$ cat src/rtl/io_irq_port.sv
`default_nettype none
// ============================================================================
//  Module      : io_irq_port
//  Description : Memory-mapped interrupt/IO responder for the cpu65CE02 bus.
//                Four-byte window holding a software IRQ/NMI port register
//                and a 16-bit auto-reload interval timer with pending flag.
//                Read data is registered so it lines up with the CPU's
//                registered address and is selected with sel.
//  Revision    : 1.0 - initial release
// ============================================================================
module io_irq_port #(
    parameter logic [15:0] BASE = 16'hBFFC
) (
    input  logic        clk,
    input  logic        reset,
    input  logic        ready,
    input  logic [15:0] address_next,
    input  logic        write_next,
    input  logic [7:0]  data_i,
    output logic [7:0]  data_o,
    output logic        sel,
    output logic        irq,
    output logic        nmi
);

    localparam logic [1:0] C_OFF_PORT = 2'd0;
    localparam logic [1:0] C_OFF_CTRL = 2'd1;
    localparam logic [1:0] C_OFF_TLO  = 2'd2;
    localparam logic [1:0] C_OFF_THI  = 2'd3;

    logic        w_hit;
    logic [1:0]  w_off;
    logic        w_wr;
    logic        w_rd;
    logic        w_wr_port;
    logic        w_wr_ctrl;
    logic        w_wr_tlo;
    logic        w_wr_thi;
    logic        w_expire;
    logic [7:0]  w_rdata;

    logic [7:0]  r_port;
    logic        r_run;
    logic        r_ten;
    logic        r_pend;
    logic [7:0]  r_rel_lo;
    logic [7:0]  r_rel_hi;
    logic [15:0] r_cnt;
    logic [7:0]  r_snap;
    logic [7:0]  r_data_o;
    logic        r_sel;

    // Bus decode of the CPU's next-cycle signals and timer expiry condition
    always_comb begin
        w_hit     = (address_next[15:2] == BASE[15:2]);
        w_off     = address_next[1:0];
        w_wr      = w_hit & write_next & ready;
        w_rd      = w_hit & ~write_next & ready;
        w_wr_port = w_wr & (w_off == C_OFF_PORT);
        w_wr_ctrl = w_wr & (w_off == C_OFF_CTRL);
        w_wr_tlo  = w_wr & (w_off == C_OFF_TLO);
        w_wr_thi  = w_wr & (w_off == C_OFF_THI);
        w_expire  = r_run & (r_cnt == 16'd0);
    end

    // Read mux over pre-edge register state
    always_comb begin
        w_rdata = 8'h00;
        case (w_off)
            C_OFF_PORT: w_rdata = r_port;
            C_OFF_CTRL: w_rdata = {r_pend, 5'b00000, r_ten, r_run};
            C_OFF_TLO:  w_rdata = r_cnt[7:0];
            C_OFF_THI:  w_rdata = r_snap;
            default:    w_rdata = 8'h00;
        endcase
    end

    // Software-writable port and control bits
    always_ff @(posedge clk) begin
        if (reset) begin
            r_port <= 8'h00;
            r_run  <= 1'b0;
            r_ten  <= 1'b0;
        end else begin
            if (w_wr_port) begin
                r_port <= data_i;
            end
            if (w_wr_ctrl) begin
                r_run <= data_i[0];
                r_ten <= data_i[1];
            end
        end
    end

    // Interval timer: reload values, counter and pending flag.
    // A THI write overrides an expiry on the same edge; an expiry overrides
    // a clear-pending write on the same edge.
    always_ff @(posedge clk) begin
        if (reset) begin
            r_rel_lo <= 8'h00;
            r_rel_hi <= 8'h00;
            r_cnt    <= 16'h0000;
            r_pend   <= 1'b0;
        end else begin
            if (w_wr_tlo) begin
                r_rel_lo <= data_i;
            end
            if (w_wr_thi) begin
                r_rel_hi <= data_i;
                r_cnt    <= {data_i, r_rel_lo};
                r_pend   <= 1'b0;
            end else if (w_expire) begin
                r_cnt    <= {r_rel_hi, r_rel_lo};
                r_pend   <= 1'b1;
            end else begin
                if (r_run) begin
                    r_cnt <= r_cnt - 16'd1;
                end
                if (w_wr_ctrl && data_i[7]) begin
                    r_pend <= 1'b0;
                end
            end
        end
    end

    // Registered read data, high-byte snapshot and window select
    always_ff @(posedge clk) begin
        if (reset) begin
            r_data_o <= 8'h00;
            r_snap   <= 8'h00;
            r_sel    <= 1'b0;
        end else begin
            r_sel <= w_hit & ready;
            if (w_rd) begin
                r_data_o <= w_rdata;
                if (w_off == C_OFF_TLO) begin
                    r_snap <= r_cnt[15:8];
                end
            end
        end
    end

    assign data_o = r_data_o;
    assign sel    = r_sel;
    assign irq    = r_port[0] | (r_pend & r_ten);
    assign nmi    = r_port[1];

endmodule
`default_nettype wire
$ cat config.mk
export PLATFORM = sky130hd
export DESIGN_NAME = io_irq_port
export DESIGN_NICKNAME = d
export VERILOG_FILES = /design/src/rtl/io_irq_port.sv
export SDC_FILE = /design/constraint.sdc
export NUM_CORES = 1
export LEC_CHECK = 0
export ABC_AREA = 1
export BUFFER_PORTS_ARGS = -buffer_cell sky130_fd_sc_hd__buf_2
export CAP_MARGIN = 20
export CORE_MARGIN = 3
export CORE_UTILIZATION = 30
export CTS_CLUSTER_DIAMETER = 40
export DETAILED_ROUTE_END_ITERATION = 12
export PLACE_DENSITY = 0.5
export SLEW_MARGIN = 20
export SYNTH_ARGS = -nofsm -noshare
export SYNTH_HDL_FRONTEND = slang
export SYNTH_SLANG_ARGS = --single-unit
$ cat constraint.sdc
create_clock -name clk -period 1.3 [get_ports clk]
set_input_delay 0.26 -clock clk [delete_from_list [all_inputs] [get_ports clk]]
set_output_delay 0.26 -clock clk [all_outputs]
set_load 0.005 [all_outputs]
==> results.md, run 1 <==
* Status: finished with violations
* Failing checks: negative setup slack
* CTS buffer count at 9
* Fin nets at around 600
* CTS sink count at 60
* Non-Filler Instances at 712
* Cells after synthesis at 466
* Seq/Total Area, Yosys at 0.378
* CP required at 1.55 ns
* Clk pwr share at 0.462
* Vias in the first global route at 3255
* Inst Count DP at 688
* Final-report setup violation count at 17
* Worst Hold Class: in2reg
* Slew at the pin with the worst max-slew slack at 0.317 ns
* Setup crit end kind: register
* P_sw at approximately 990 µW
* Clk slew on worst S/H paths at approximately 0.080 ns
* Fill cells at around 1.0k
* Core area at 10000 µm²
* Flops & latches, synth at 60
* Std-Cell Rows at 36
* CP max-delay cell: dfxtp_2
* Pint at 2.81 mW
* Net Sw Frac at 0.261
* Initial antenna violation count at 0
* Final worst slack at -0.264 ns
* Critical Path Max Stage Delay at 0.33 ns
* Comb pwr share at 0.054
* Largest cells by area after synthesis: dfxtp_1, nand2_1, nor2_1, o21ai_0, inv_1
* Leakage at about 2.0 nW
* Global-route wire length before repair at 16300 µm
* WL per Instance at 14.1 µm
* Area leader, netlist: dfxtp_1
* RSZ-0062 raised after global routing: true
* DR vias at 3330
* Total Routing Usage GR at 0.182
* Initial Utilization at 0.316
* # Max-Cap Violations at 0
* CTS max path bufs at 2
* Iter 0 DRT Violations at 139
* Clock Skew at around 0.01 ns
* ANT nets after route at 0
* CP max FO at 3
* Area taken by multi-input logic gates at 1820 µm²
* Crit start category: register
* TritonRoute pass-1 iters at 4
* IO Pins at 39
* Port Buffer Count at 38
* Fraction of layout cells with a size suffix above 1 at 0.337
* Reg area at between 1000 and 1500 µm²
* Slew Limit Fails at 0
* H-tree Lvls at 3
* Hold Vio Cnt, Final at 0
* VDD IR max at 0.000614 V
* Antenna Cells at 0
* Final Util at 0.440
* Slew headroom at 0.788
* Most frequent cells in the layout: nand2_1, buf_4, dfxtp_1
* Most common cell after layout, fill and taps aside: nand2_1
* Pwr Density at 858 nW/µm²
* TNS Setup at -3.78 ns
* Fmax achieved at about 640 MHz
* Cells along the critical path: inv_2 -> ha_4 -> nand3_4 -> buf_4 -> buf_6 -> buf_4 -> xnor2_1 -> nand3_1 -> nand2_1 -> nor2_1 -> nor2_1
* TritonCTS clock tree: yes
* DRC at 0
* Syn nets at 495
* Syn_area_per_cell at 6.82 µm²
* Die Span X at 109 µm
* Worst setup path category: reg2reg
* Area share of the largest cell type after synthesis at 0.378
* Placer Congestion at 0.882
* Mapped cell area at 3180 µm²
* Clock period minus worst slack at 1.56 ns
* DPL Wire Length at 7470 µm
* Yosys warnings at 0
* Die ar. at approximately 12000 µm²
* Root Driver: clkbuf_8
* Clk_lat worst skew at 0.35 ns
* Period utilization at 1.20
* DIE HEIGHT at 109 µm
* Arr. time, crit path at around 1.8 ns
* Gr ovfl total at 0
* P&R area growth vs syn at 39.2%
* Routed WL at 10000 µm
* Reg power frac at 0.484
* Via density at 4.68
* Largest net degree at the start of global routing at 43
* Synth unique cells at 29
-- area by class of cell --
cell class / count / share of cell area
multi-input combinational: 329 / 0.412
sequential: 60 / 0.273
timing repair buffer: 108 / 0.175
inverter: 66 / 0.0577
tap: 133 / 0.0376
clock buffer: 9 / 0.0280
clock inverter: 7 / 0.0173
-- power groups by stage --
stage | clock (mW) | sequential (mW) | combinational (mW)
floorplan | 0 | 1.88 | 0.0816
global placement | 0 | 1.88 | 0.204
detailed placement | 0 | 1.88 | 0.206
CTS | 1.78 | 1.84 | 0.207
global route | 1.86 | 1.84 | 0.229
finish | 1.75 | 1.84 | 0.205
-- cells by family after synthesis --
| logic type | after synthesis | share of synthesized area |
|---|---|---|
| buf+inv | 78 | 0.100 |
| xor+xnor | 7 | 0.0193 |
| simple gates | 215 | 0.326 |
| fa+ha+maj | 1 | 0.00394 |
| flops | 60 | 0.378 |
| compound gates | 105 | 0.172 |
-- through the flow --
stage	hold slack [ns]	worst slack [ns]	power, mW	cell area, µm²
after floorplan	0.422	-0.00767	1.96	3220
after global placement	0.432	-0.243	2.08	4000
after detailed placement	0.437	-0.261	2.08	4000
after CTS	0.248	-0.216	3.82	4340
after global routing	0.279	-0.353	3.92	4420
final	0.257	-0.264	3.80	4420
-- state kept, by name, summed over array words and instances, names as in the netlist --
| register | cells |
|---|---|
| r_cnt | 16 |
| data_o | 8 |
| r_port | 8 |
| r_rel_hi | 8 |
| r_rel_lo | 8 |
| r_snap | 8 |
| r_pend | 1 |
| r_run | 1 |
| r_ten | 1 |
| sel | 1 |
-- critical path: cells and delay by family (launching register included) --
family,cells,cell delay (ns)
buffers and inverters,4,0.48
AND/OR/NAND/NOR,5,0.39
flip-flops,1,0.33
adder cells (fa/ha/maj),1,0.15
XOR/XNOR,1,0.11
-- cell usage after synthesis --
| master | n |
|---|---|
| ha_1 | 1 |
| nand2_4 | 6 |
| nand2_2 | 4 |
| nor2_1 | 62 |
| dfxtp_1 | 60 |
| nor3_4 | 2 |
| clkinv_1 | 1 |
| a21oi_1 | 41 |
| o22ai_1 | 9 |
| xnor2_1 | 2 |
| o211ai_1 | 1 |
| a211oi_1 | 3 |
| nor2_4 | 6 |
| nor2_2 | 5 |
| inv_2 | 7 |
| nor3_1 | 1 |
| o21ai_0 | 44 |
| o21ai_1 | 7 |
| nand3b_1 | 4 |
| buf_6 | 3 |
| buf_2 | 3 |
| nand3_4 | 1 |
| xor2_1 | 5 |
| nand4_1 | 3 |
| clkbuf_1 | 6 |
| nand3_2 | 2 |
| inv_1 | 58 |
| nand2_1 | 86 |
| nand3_1 | 33 |
-- final timing paths --
kind,from,slack (ns),cells after the start,endpoint
hold reg to reg,r_port[2]$_SDFFE_PP0P_,0.45,2,r_port[2]$_SDFFE_PP0P_
setup reg to reg,r_cnt[1]$_SDFFE_PP0P_,-0.26,11,r_cnt[6]$_SDFFE_PP0P_
setup / recovery,r_cnt[1]$_SDFFE_PP0P_,-0.26,11,r_cnt[6]$_SDFFE_PP0P_
hold / removal,data_i[0],0.26,3,r_rel_hi[0]$_SDFFE_PP0P_
-- timing repair --
action	4_1_cts	5_1_grt
hold buffers	0	0
buffers inserted	5	3
gates resized for setup	24	19
gates cloned	1	0
endpoints found under the setup margin	17	17
hold endpoints to repair	0	0
pin swaps	15	17
-- per-layer routing --
layer | routed length (µm) | global-route usage
met1 | 4830 | 0.238
met2 | 4610 | 0.297
met3 | 387 | 0.0397
met4 | 211 | 0.0568
met5 | 0 | 0
Note: power is estimated with default switching activity, not from simulation.
==> run 2: changes to the inputs <==
Settings changed: ABC_AREA 1 to unset, MAX_ROUTING_LAYER set to met4, PLACE_DENSITY 0.5 to 0.51.
==> run 2 against run 1 <==
- sequential power is essentially flat
- sequential share of layout area down 1.2 points
- the run still ends with negative setup slack left
- clock-buffer cell count up 2
- critical path depth decreased by 5
- largest cell class unchanged
- worst hold slack got worse by 0.083 ns
==> results.md, run 2 <==
* Status: finished with violations
* Failing checks: negative setup slack
* WL per Instance at 16.9 µm (+20%)
* Seq/Total Area, Yosys at 0.412 (+0.0343)
* Pwr Density at 825 nW/µm² (-3.9%)
* CTS Hold Bufs at 0 (unchanged)
* DRC at 0 (unchanged)
* Inst Count DP at 563 (-18%)
* Non-Filler Instances at 587 (-18%)
* Core area at 9330 µm² (-7.1%)
* Mapped cell area at 2910 µm² (-8.3%)
* Cells after synthesis at 347 (-26%)
* Async set or reset register ratio after synthesis at 0 (unchanged)
* Largest cells by area after synthesis: dfxtp_1, mux2i_1, nand2_1, nor2_1, a21oi_1
* ANT nets after route at 0 (unchanged)
* Arr. time, crit path at 1.98 ns (+0.17 ns)
* Clock period minus worst slack at 1.74 ns (+0.171 ns)
* Yosys warnings at 0 (unchanged)
* Area share of the largest cell type after synthesis at 0.412 (+0.0343)
* Area after DPL at 3890 µm² (-2.6%)
* DIE HEIGHT at 105 µm (-4.0%)
* Syn nets at 376 (-24%)
* Die Span X at 105 µm (-4.0%)
* Hold WS at 0.174 ns (-0.0829 ns)
* Fraction of layout cells with a size suffix above 1 at 0.500 (+0.163)
* Initial Utilization at 0.312 (-0.00399)
* CP required at 1.54 ns (about the same)
* Most common cell after layout, fill and taps aside: buf_4
* IO Pins at 39 (unchanged)
* Std-Cell Rows at 35 (-2.8%)
* Clk slew on worst S/H paths at 0.07 ns (about the same)
* Crit start category: register
* CTS buffer count at 9 (unchanged)
* Worst Hold Class: in2reg
* Flops & latches, synth at 60 (unchanged)
* Largest net degree at the start of global routing at 31 (-28%)
* Pre-CTS setup slack at -0.645 ns (-0.384 ns)
* Iter 0 DRT Violations at 110 (-21%)
* Synth Flop Type: dfxtp_1
* VDD IR max at 0.000422 V (-31%)
* Worst setup path category: reg2reg
* Count leader, synth: dfxtp_1
* H-tree Lvls at 3 (unchanged)
* Slew at the pin with the worst max-slew slack at 0.358 ns (+0.0417 ns)
* Gr ovfl total at 0 (unchanged)
* TritonRoute pass-1 iters at 4 (unchanged)
* Fin area at 4620 µm² (+4.4%)
* CP max FO at 4 (+1)
* Fmax achieved at 576 MHz (-9.9%)
* Initial antenna violation count at 0 (unchanged)
* Clock Skew at 0.00762 ns (-0.00224 ns)
* Routed WL at 9920 µm (-1.2%)
* Via density at 5.10 (+9.0%)
* Biggest register: r_cnt
* Synth unique cells at 43 (+48%)
* Max reg flops at 16 (unchanged)
* DPL Wire Length at 6980 µm (-6.5%)
* Die ar. at 10900 µm² (-7.9%)
* Leakage at 1.92 nW (-5.0%)
* Period utilization at 1.33 (+0.131)
* Antenna Cells at 0 (unchanged)
* Fill cells at 882 (-16%)
* RSZ-0062 raised after global routing: true
* Vias in the first global route at 3053 (-6.2%)
* Tot Pwr at 3.81 mW (+0.38%)
* Clk_lat worst skew at 0.35 ns (about the same)
* P&R area growth vs syn at 58.5%
* TNS Setup at -10.37 ns (-6.60 ns)
* Root Driver: clkbuf_8
* Port Buffer Count at 38 (unchanged)
* Setup crit end kind: register
* Final worst slack at -0.435 ns (-0.171 ns)
* Total Routing Usage GR at 0.188 (+0.00673)
* Hold Vio Cnt, Final at 0 (unchanged)
* Global-route wire length before repair at 15700 µm (-3.4%)
* Final-report setup violation count at 56 (+39)
* Final Util at 0.495 (+0.0548)
* Fin nets at 483 (-20%)
* Most frequent cells after synthesis: dfxtp_1, nand2_1, nor2_1
* DR vias at 2992 (-10%)
* CTS sink count at 60 (unchanged)
* Number of synthesized flops with an enable pin at 0 (unchanged)
* Slew Limit Fails at 0 (unchanged)
* CTS max path bufs at 2 (unchanged)
* # Max-Cap Violations at 0 (unchanged)
* TritonCTS clock tree: yes
* Area leader, netlist: dfxtp_1
* Syn_area_per_cell at 8.39 µm² (+23%)
* Most frequent cells in the layout: buf_4, dfxtp_1, nor2_1
* Slew headroom at 0.761 (-0.0270)
* Placer Congestion at 0.869 (-1.6%)
run 2: final cells by class:
| class | instances | area (µm²) | area share |
|---|---|---|---|
| flip-flops and latches | 60 | 1210 | 0.261 |
| repair buffers | 120 | 996 | 0.216 |
| multi-input cells | 257 | 2030 | 0.440 |
| well taps | 129 | 161 | 0.0350 |
| inverters | 6 | 22.5 | 0.00488 |
| clock inverters | 4 | 48.8 | 0.0106 |
| clock buffers | 11 | 151 | 0.0328 |
run 2: cell families after synthesis:
group,count (synthesis),share of synthesized area
adders and majority gates,1,0.00429
buffers and inverters,30,0.0412
and+or+nand+nor,144,0.244
DFF,60,0.412
xor gates and xnor gates,6,0.0180
muxes,31,0.122
AOI/OAI and AO/OA,75,0.158
run 2: path summary, 6_finish.rpt:
kind | startpoint | end | depth (start not counted) | slack [ns]
setup reg to reg | r_cnt[0]$_SDFFE_PP0P_ | r_cnt[15]$_SDFFE_PP0P_ | 6 | -0.44
setup / recovery | r_cnt[0]$_SDFFE_PP0P_ | r_cnt[15]$_SDFFE_PP0P_ | 6 | -0.44
hold reg to reg | r_rel_lo[0]$_SDFFE_PP0P_ | r_cnt[0]$_SDFFE_PP0P_ | 2 | 0.46
hold / removal | reset | r_rel_lo[6]$_SDFFE_PP0P_ | 2 | 0.17
run 2: critical path: stages, from the launching register on:
cell	delay, ns
dfxtp_2	0.33
buf_6	0.11
or4_4	0.59
nor4_4	0.24
xnor2_1	0.14
a41o_1	0.18
a21oi_1	0.04
run 2: report_power, final:
group,internal (mW),switching [mW]
Combinational,0.0956,0.133
Clock,0.975,0.769
Sequential,1.84,0.00000973
run 2: per-layer routing:
layer	routed length [µm]	global-route usage
met3	443	0.0482
met1	4380	0.232
met2	5010	0.308
met5	0	-
met4	88	0.0513
run 2: repair_timing:
item,CTS,global route
pin swaps,44,27
resized for setup,68,43
endpoints found under the setup margin,56,57
setup buffers,10,1
cloned,0,0
